File: src/rtl/fetch_prefetch_queue_pkg.sv
// Constants shared by the fetch front end: default reset PC, NOP encoding and
// the width of occupancy/credit counters for a given queue depth.
package fetch_prefetch_queue_pkg;

    localparam logic [31:0] RESET_PC_DEF = 32'h0040_0000;
    localparam logic [31:0] NOP_INSTR    = 32'h0000_0000;

    function automatic int cnt_width(input int depth);
        return $clog2(depth) + 1;
    endfunction

endpackage

File: src/rtl/fetch_prefetch_queue_fifo.sv
// prefetch_fifo: power-of-two circular buffer with push, pop, clear and
// full/empty/count status. Clear wins over a same-cycle push or pop.
module prefetch_fifo
    import fetch_prefetch_queue_pkg::*;
#(
    parameter int DEPTH = 4,
    parameter int WIDTH = 32
) (
    input  logic                          clock,
    input  logic                          reset_n,
    input  logic                          push_i,
    input  logic                          pop_i,
    input  logic                          clear_i,
    input  logic [WIDTH-1:0]              wdata_i,
    output logic [WIDTH-1:0]              rdata_o,
    output logic                          full_o,
    output logic                          empty_o,
    output logic [cnt_width(DEPTH)-1:0]   count_o
);
    localparam int AW = $clog2(DEPTH);
    localparam int CW = cnt_width(DEPTH);
    localparam logic [CW-1:0] FULL_CNT = CW'(DEPTH);

    logic [WIDTH-1:0] mem_q [DEPTH];
    logic [AW-1:0]    wr_ptr_q, wr_ptr_d, rd_ptr_q, rd_ptr_d;
    logic [CW-1:0]    count_q, count_d;
    logic             do_push, do_pop;

    assign empty_o = (count_q == '0);
    assign full_o  = (count_q == FULL_CNT);
    assign do_pop  = pop_i && !empty_o;
    // A full buffer still takes a push when the head leaves in the same cycle.
    assign do_push = push_i && (!full_o || do_pop);
    assign rdata_o = mem_q[rd_ptr_q];
    assign count_o = count_q;

    always_comb begin
        wr_ptr_d = wr_ptr_q;
        rd_ptr_d = rd_ptr_q;
        count_d  = count_q;
        if (clear_i) begin
            wr_ptr_d = '0;
            rd_ptr_d = '0;
            count_d  = '0;
        end else begin
            if (do_push) wr_ptr_d = wr_ptr_q + AW'(1);
            if (do_pop)  rd_ptr_d = rd_ptr_q + AW'(1);
            count_d = count_q + CW'(do_push) - CW'(do_pop);
        end
    end

    always_ff @(posedge clock or negedge reset_n) begin
        if (!reset_n) begin
            wr_ptr_q <= '0;
            rd_ptr_q <= '0;
            count_q  <= '0;
        end else begin
            wr_ptr_q <= wr_ptr_d;
            rd_ptr_q <= rd_ptr_d;
            count_q  <= count_d;
        end
    end

    always_ff @(posedge clock) begin
        if (do_push && !clear_i) mem_q[wr_ptr_q] <= wdata_i;
    end

endmodule

File: src/rtl/fetch_prefetch_queue.sv
// Instruction prefetch queue: owns the fetch PC, issues credit-limited imem reads
// and squashes wrong-path beats after redirects. `PREFETCH_BYPASS_EN enables the
// same-cycle response bypass into an empty queue.
module fetch_prefetch_queue
    import fetch_prefetch_queue_pkg::*;
#(
    parameter int          DEPTH    = 4,
    parameter logic [31:0] RESET_PC = RESET_PC_DEF
) (
    input  logic        clock,
    input  logic        reset_n,
    input  logic        pc_src_d,
    input  logic [31:0] pc_branch_d,
    input  logic        stall_f,
    output logic        imem_req_valid,
    output logic [31:0] imem_req_addr,
    input  logic        imem_req_ready,
    input  logic        imem_rsp_valid,
    input  logic [31:0] imem_rsp_data,
    output logic        valid_f,
    output logic [31:0] instruction_f,
    output logic [31:0] pc_plus_4_f
);
    localparam int CW = cnt_width(DEPTH);
    localparam logic [CW:0] CREDITS = (CW+1)'(DEPTH);

    logic [31:0]   pc_q, pc_d;
    logic [CW-1:0] discard_q, discard_d;
    logic [CW-1:0] occupancy, outstanding, outstanding_d;
    logic          q_full, q_empty, a_full, a_empty;
    logic [63:0]   q_head;
    logic [31:0]   a_head;
    logic          hs, rsp, squash, accept, push, pop;

    // Queued entries plus in-flight reads never exceed DEPTH, so a beat always has room.
    assign imem_req_valid = reset_n && !pc_src_d && !a_full && !q_full &&
                            (({1'b0, occupancy} + {1'b0, outstanding}) < CREDITS);
    assign imem_req_addr  = pc_q;
    assign hs             = imem_req_valid && imem_req_ready;
    assign rsp            = imem_rsp_valid && !a_empty;
    assign squash         = (discard_q != '0) || pc_src_d;
    assign accept         = rsp && !squash;
    assign pop            = !q_empty && !stall_f;
    // The address FIFO holds exactly one entry per outstanding read.
    assign outstanding_d  = outstanding + CW'(hs) - CW'(rsp);

`ifdef PREFETCH_BYPASS_EN
    logic bypass;
    assign bypass = accept && q_empty && !stall_f;
    assign push   = accept && !bypass;
`else
    assign push   = accept;
`endif

    always_comb begin
        valid_f       = !q_empty;
        instruction_f = q_empty ? NOP_INSTR : q_head[63:32];
        pc_plus_4_f   = q_empty ? 32'h0 : q_head[31:0];
`ifdef PREFETCH_BYPASS_EN
        if (bypass) begin
            valid_f       = 1'b1;
            instruction_f = imem_rsp_data;
            pc_plus_4_f   = a_head + 32'd4;
        end
`endif
    end

    always_comb begin
        pc_d      = pc_q;
        discard_d = discard_q;
        if (hs) pc_d = pc_q + 32'd4;
        if (rsp && discard_q != '0) discard_d = discard_q - CW'(1);
        // Everything still in flight after this edge belongs to the old path.
        if (pc_src_d) begin
            pc_d      = {pc_branch_d[31:2], 2'b00};
            discard_d = outstanding_d;
        end
    end

    always_ff @(posedge clock or negedge reset_n) begin
        if (!reset_n) begin
            pc_q      <= RESET_PC;
            discard_q <= '0;
        end else begin
            pc_q      <= pc_d;
            discard_q <= discard_d;
        end
    end

    prefetch_fifo #(.DEPTH(DEPTH), .WIDTH(64)) u_data_q (
        .clock   (clock),
        .reset_n (reset_n),
        .push_i  (push),
        .pop_i   (pop),
        .clear_i (pc_src_d),
        .wdata_i ({imem_rsp_data, a_head + 32'd4}),
        .rdata_o (q_head),
        .full_o  (q_full),
        .empty_o (q_empty),
        .count_o (occupancy)
    );

    prefetch_fifo #(.DEPTH(DEPTH), .WIDTH(32)) u_addr_q (
        .clock   (clock),
        .reset_n (reset_n),
        .push_i  (hs),
        .pop_i   (rsp),
        .clear_i (1'b0),
        .wdata_i (pc_q),
        .rdata_o (a_head),
        .full_o  (a_full),
        .empty_o (a_empty),
        .count_o (outstanding)
    );

endmodule

File: config.mk
export PLATFORM = sky130hd
export DESIGN_NAME = fetch_prefetch_queue
export DESIGN_NICKNAME = d
export VERILOG_FILES = /design/src/rtl/fetch_prefetch_queue_pkg.sv /design/src/rtl/fetch_prefetch_queue_fifo.sv /design/src/rtl/fetch_prefetch_queue.sv
export SDC_FILE = /design/constraint.sdc
export NUM_CORES = 1
export LEC_CHECK = 0
export BUFFER_PORTS_ARGS = -buffer_cell sky130_fd_sc_hd__buf_2
export CORE_UTILIZATION = 59
export DETAILED_ROUTE_END_ITERATION = 10
export PLACE_DENSITY_LB_ADDON = 0.3
export SYNTH_ARGS = -nofsm -noshare
export SYNTH_HDL_FRONTEND = slang
export SYNTH_SLANG_ARGS = --single-unit
File: constraint.sdc
create_clock -name clock -period 4.3 [get_ports clock]
set_clock_uncertainty 0.05 [all_clocks]
set_input_delay 0.215 -clock clock [delete_from_list [all_inputs] [get_ports clock]]
set_output_delay 0.215 -clock clock [all_outputs]
set_load 0.02 [all_outputs]
# Word level (Yosys, flattened, before mapping)
# Memory sizes are Yosys's and may differ from the RTL's.
# Index checks and enable logic that the tools add are counted.
# totals
mem_bits_rw	384
inputBits	70
mem_bits_ro	0
latch_bits	0
word_cells	73
memories	2
reg_bits	49
# mem_list
memory	depth	width	rd	rd_clocked_by_memory_dff	write_ports	line_no	text
u_data_q.mem_q	4	64	1	0	1	fetch_prefetch_queue_fifo.sv:24	logic [WIDTH-1:0] mem_q [DEPTH];
u_addr_q.mem_q	4	32	1	0	1	fetch_prefetch_queue_fifo.sv:24	
# op_classes
n_mul	0
bitwise	0
shifts	0
n_addsub	14
n_reduce_logical	31
eq_ne	2
magnitude_cmp	1
muxes	15
n_div	0
# ops
op	count
$mux 32	4
$add 32x3->32 const B	2
$logic_and 1x1->1	14
$add 3x1->3	3
$mux 3	3
$sub 3x1->3	3
$add 2x1->2 const B	4
$mux 2	4
$reduce_bool 2->1	4
$logic_not 1->1	7
$eq 3x3->1 const B	2
$logic_not 3->1	2
$add 3x3->4	1
$lt 4x3->1 const B	1
$mux 1	4
$logic_or 1x1->1	3
$reduce_bool 3->1	1
$sub 3x1->3 const B	1

# Logic depth before layout (Yosys ltp)
# depth
word_depth	9
depth_mapped	11
ltp_nobuf	10

# Cells and area by module
# Synthesis repeated with hierarchy kept, for this count alone.
# hier_totals
cells_unflattened	996
hier_area_um2	17971.0
# modules_own_cells
module	seq_area_each_um2	area_per_inst_um2	cells_per_inst	n_inst
prefetch_fifo at u_data_q	7862.5	9718.1	379	1
prefetch_fifo at u_addr_q	4018.9	5112.4	213	1
fetch_prefetch_queue	827.0	3140.5	404	1

# Worst setup path before layout
# No wires, ideal clock.
# synth_path
path_kind	register to register
from	reg discard_q[0]
to	mem u_data_q.mem_q[0][10] (enable)
setup_time_ns	0.426
t_arrival_ns	2.772
path_slack_ns	1.051
n_path_buf	0
period_less_slack_ns	3.249
path_stages_with_launch	6
path_cell_list	dfrtp_1 -> inv_1 -> ha_1 -> nand2_1 -> a2111oi_2 -> and2_1
# synth_via
elab_chain_len	8
# synth_lines
element	line_no	text
from (decl)	fetch_prefetch_queue.sv:28	logic [CW-1:0] discard_q, discard_d;
from (signal assigned)	fetch_prefetch_queue.sv:86	discard_q <= discard_d;
$reduce_bool 3->1	fetch_prefetch_queue.sv:41	assign squash = (discard_q != '0) || pc_src_d;
$logic_or 1x1->1	fetch_prefetch_queue.sv:41	
$logic_not 1->1	fetch_prefetch_queue.sv:42	assign accept = rsp && !squash;
$logic_and 1x1->1	fetch_prefetch_queue.sv:42	
$logic_and 1x1->1	fetch_prefetch_queue_fifo.sv:33	assign do_push = push_i && (!full_o || do_pop);
$logic_and 1x1->1	fetch_prefetch_queue_fifo.sv:65	if (do_push && !clear_i) mem_q[wr_ptr_q] <= wdata_i;
$mux 1	fetch_prefetch_queue_fifo.sv:65	
$mux 1 (not written as such)	fetch_prefetch_queue_fifo.sv:65	
to (decl)	fetch_prefetch_queue_fifo.sv:24	
# Every way passes these cells.

# Worst setup path after layout
# layout_path
from	reg u_data_q.count_q[1], in the netlist u_data_q.count_o[1]
to	reg discard_q[1]
# layout_via
elab_chain_len	8
elab_cells_between_ends	10
cone_classes	3 x add/sub; 1 x order compare; 1 x eq/ne; 1 x mux; 4 x reduce/logical
# layout_lines
element	line_no	text
from (decl)	fetch_prefetch_queue_fifo.sv:26	logic [CW-1:0] count_q, count_d;
from (signal assigned)	fetch_prefetch_queue_fifo.sv:60	count_q <= count_d;
branches (longest 3 deep; another with $add 3x3->4)	-	
$logic_and 1x1->1 *	fetch_prefetch_queue.sv:36	assign imem_req_valid = reset_n && !pc_src_d && !a_full && !q_full &&
$logic_and 1x1->1 *	fetch_prefetch_queue.sv:39	assign hs = imem_req_valid && imem_req_ready;
$add 3x1->3 *	fetch_prefetch_queue.sv:45	assign outstanding_d = outstanding + CW'(hs) - CW'(rsp);
$sub 3x1->3 *	fetch_prefetch_queue.sv:45	
$mux 3 *	fetch_prefetch_queue.sv:74	if (pc_src_d) begin
# Every way passes the cells marked *.
# A chain may end at the register's enable or synchronous reset.

==> results.toml <==
[outcome]
status = "complete, no violations"

[floorplanning]
core-area_sq_mm = 0.02894
die_x_um = 174.0
ioPinCount = 168
rows = 62
start_util_pct = 60.31
die_h_um = 174.0
die_area_sq_mm = 0.03027

[timing]
rsz0062_at_grt = "false"
setup_tns_ps = 0
hold_viol = 0
tightest_slew_ps = 805.5
relSlewSlack_pct = 45.89
period_share_pct = 73.30
setup_viol_count_final = 0
drv_slew = 0
finalCriticalPeriod_ps = 3152
fmax_mhz = 317.3

[drt]
drc = 0
firstDrtPassIters = 5
ant_nets = 0
wl_um = 34850
wl_per_cell_um = 21.23
viasPerCell = 5.779
drtIter0Drc = 726
vias = 9489

[clocking]
numCtsBuffers = 42
h-tree-depth = 2
cts.path.max_buffers = 3
cts_tree = "built"
cts_setup_buffers = 0
cts-root-buf = "clkbuf_16"
cts-resized-gates = 0
clk_latency_ps = 530
clock_sink_count = 415
clkTransAtPathRegs_ps = 60

[placement]
place_hpwl_um = 19640
io_buffer_count = 161
placement.cell_area_sq_mm = 0.01871
dp.cells = 1503
gp_congestion = 0.8885

[grt]
grt_usage_pct = 23.45
antenna_found_initial = 0
grt_max_degree = 64
gr-total-overflow = 0
grt_pass1_wl_um = 54320
grt_pass1_vias = 9687

[final_layout]
fin_nets = 1318
final_cells = 1642
syn_to_final_growth_pct = 18.79
design_area_sq_mm = 0.02073
drive_above_1_share_pct = 27.21

[logic_synthesis]
synth-seq-cells = 415
ys_seq_area_share_pct = 70.07
synth_async_sr_flop_share_pct = 11.33
yosysTopAreaCellShare_pct = 63.33
syn_avg_cell_area_sq_um = 17.79
synth_xor_xnor_area_share_pct = 2.560
synth_top_family_by_area = "multiplexers"
synth_flop_cell = "edfxtp_1"
yosysUniqueCellTypes = 62
synth-simple-area-share_pct = 8.963
synth_edf_count = 368
syn_inst = 981
synth_area_sq_mm = 0.01745
yosys_warnings = 0
synthTopCellsByArea = "edfxtp_1 (63%), mux4_2 (9.3%), dfrtp_1 (6.6%)"
synth_compound_area_share_pct = 2.122
yosysTopAreaCell = "edfxtp_1"
synthMuxAreaShare_pct = 12.36
synth_fa_ha_area_share_pct = 1.706

[worst_setup_path]
cp_max_fo = 10
start_kind = "register"
path_class = "register to register"
required_ps = 4640
critPathCaptureType = "register"
arrival_ps = 3500
critPathLaunch = "u_data_q.count_o[1]"
reg2reg_from = "u_data_q.count_o[1]"

[power_and_ir_drop]
total_leakage_power_nw = 7.333
intPower_mw = 8.506
p_seq_share_pct = 41.5
power_mw = 12.33
swShare_pct = 31.03
p_per_area_mw_per_mm2 = 595.0
p_clk_share_pct = 29.7
irDropWorstVdd_mv = 0.4464
power.switching_mw = 3.827
p_comb_share_pct = 28.8

[flow_run]
max-cap-violations = 0

[min_path]
hp-start = "stall_f"
hold_path.class = "input pin to register"
-- cell usage in the layout, fill, tap and decap left out, drive strengths merged, types with 25 or more instances in the layout --
master,n
nand2,60
inv,33
nand3,25
buf,181
mux4,92
nor2b,64
xor2,25
edfxtp,368
dfrtp,46
xnor2,26
clkbuf,54
dlygate4sd3,63
-- power groups by stage --
| stage | logic [mW] | clock network [mW] | registers, mW |
|---|---|---|---|
| after floorplan | 2.65 | 0 | 5.07 |
| after global placement | 3.42 | 0 | 5.19 |
| after detailed placement | 3.49 | 0 | 5.20 |
| after CTS | 3.58 | 3.71 | 5.12 |
| after global routing | 3.83 | 3.86 | 5.16 |
| final | 3.55 | 3.66 | 5.12 |
-- per-layer routing --
layer	share of wire, %	up-vias	global-route usage [%]
met4	1.8	0	5.263
met2	51	395	40.63
met5	0	-	0
met1	41	4691	31.61
met3	6.2	50	3.675
li1	-	4353	-
-- worst max-delay path: stages, from the launching register on --
cell and delay (ps):
dfrtp_1 470, ha_1 250, nor4b_2 330, and4_1 450, nand2_1 330, inv_1 320
ha_1 230, fa_1 420, nand2_1 80, o21ai_0 80
-- worst paths after layout --
| check | endpoint | slack (ps) | cells after the start |
|---|---|---|---|
| max | discard_q[1] | 1150 | 9 |
| min | u_data_q.rd_ptr_q[0] | 30 | 4 |
| max reg2reg | discard_q[1] | 1150 | 9 |
| min reg2reg | u_data_q.wr_ptr_q[0] | 500 | 1 |
| max in group asynchronous | u_data_q.rd_ptr_q[0] | 3340 | 3 |
| min in group asynchronous | imem_req_addr[27] | 400 | 3 |
-- metrics by stage --
step	hold WS, ps	setup slack [ps]	utilization (%)
finish	26.94	1148	71.64
global route	60.90	998.2	71.63
CTS	10.95	1155	71.63
detailed placement	375.7	1187	64.67
global placement	371.4	1330	64.67
floorplan	-130.6	1051	-
-- area by class of cell --
class,count,area (sq um)
Tap cell,384,480.5
Clock buffer,54,1127
Inverter,32,120.1
Multi-Input combinational cell,491,4861
Fill cell,1770,8207
Timing Repair Buffer,244,1649
Antenna cell,1,2.502
Sequential cell,415,12230
Clock inverter,21,255.2
-- what timing repair did --
action                     in CTS  in global routing
setup endpoints to repair       0                  0
hold buffers                   63                  0
hold endpoints to repair      204                  0
-- flip-flops by register name (all words and copies together), names as in the netlist --
signal,cells
u_data_q.mem_q,248
u_addr_q.mem_q,120
imem_req_addr,30
discard_q,3
u_addr_q.count_o,3
u_data_q.count_o,3
u_addr_q.rd_ptr_q,2
u_addr_q.wr_ptr_q,2
u_data_q.rd_ptr_q,2
u_data_q.wr_ptr_q,2
-- cells in the mapped netlist (all sizes together) (3+ instances only) --
cell and count:
buf 22, clkbuf 24, nor4 18, nor3 17, xnor2 26, ha 19, nand4 13, and2 10
a31oi 7, or4 5, fa 3, o31ai 7, nand3 25, dfrtp 46, inv 32, nor2 24
xor2 25, and3 12, nand2 60, nor2b 64, mux4 92, o211ai 4, and4 7, edfxtp 368
o21ai 23
-- cells by family (layout without fill, tap and decap cells) --
| group | after synthesis | in the layout |
|---|---|---|
| flops | 415 | 415 |
| simple gates | 265 | 265 |
| mux | 93 | 93 |
| buf+inv | 78 | 351 |
| compound gates | 56 | 56 |
| xor+xnor | 51 | 51 |
| fa+ha+maj | 22 | 22 |
| other cells | 1 | 5 |
(Power assumes the default switching activity.)
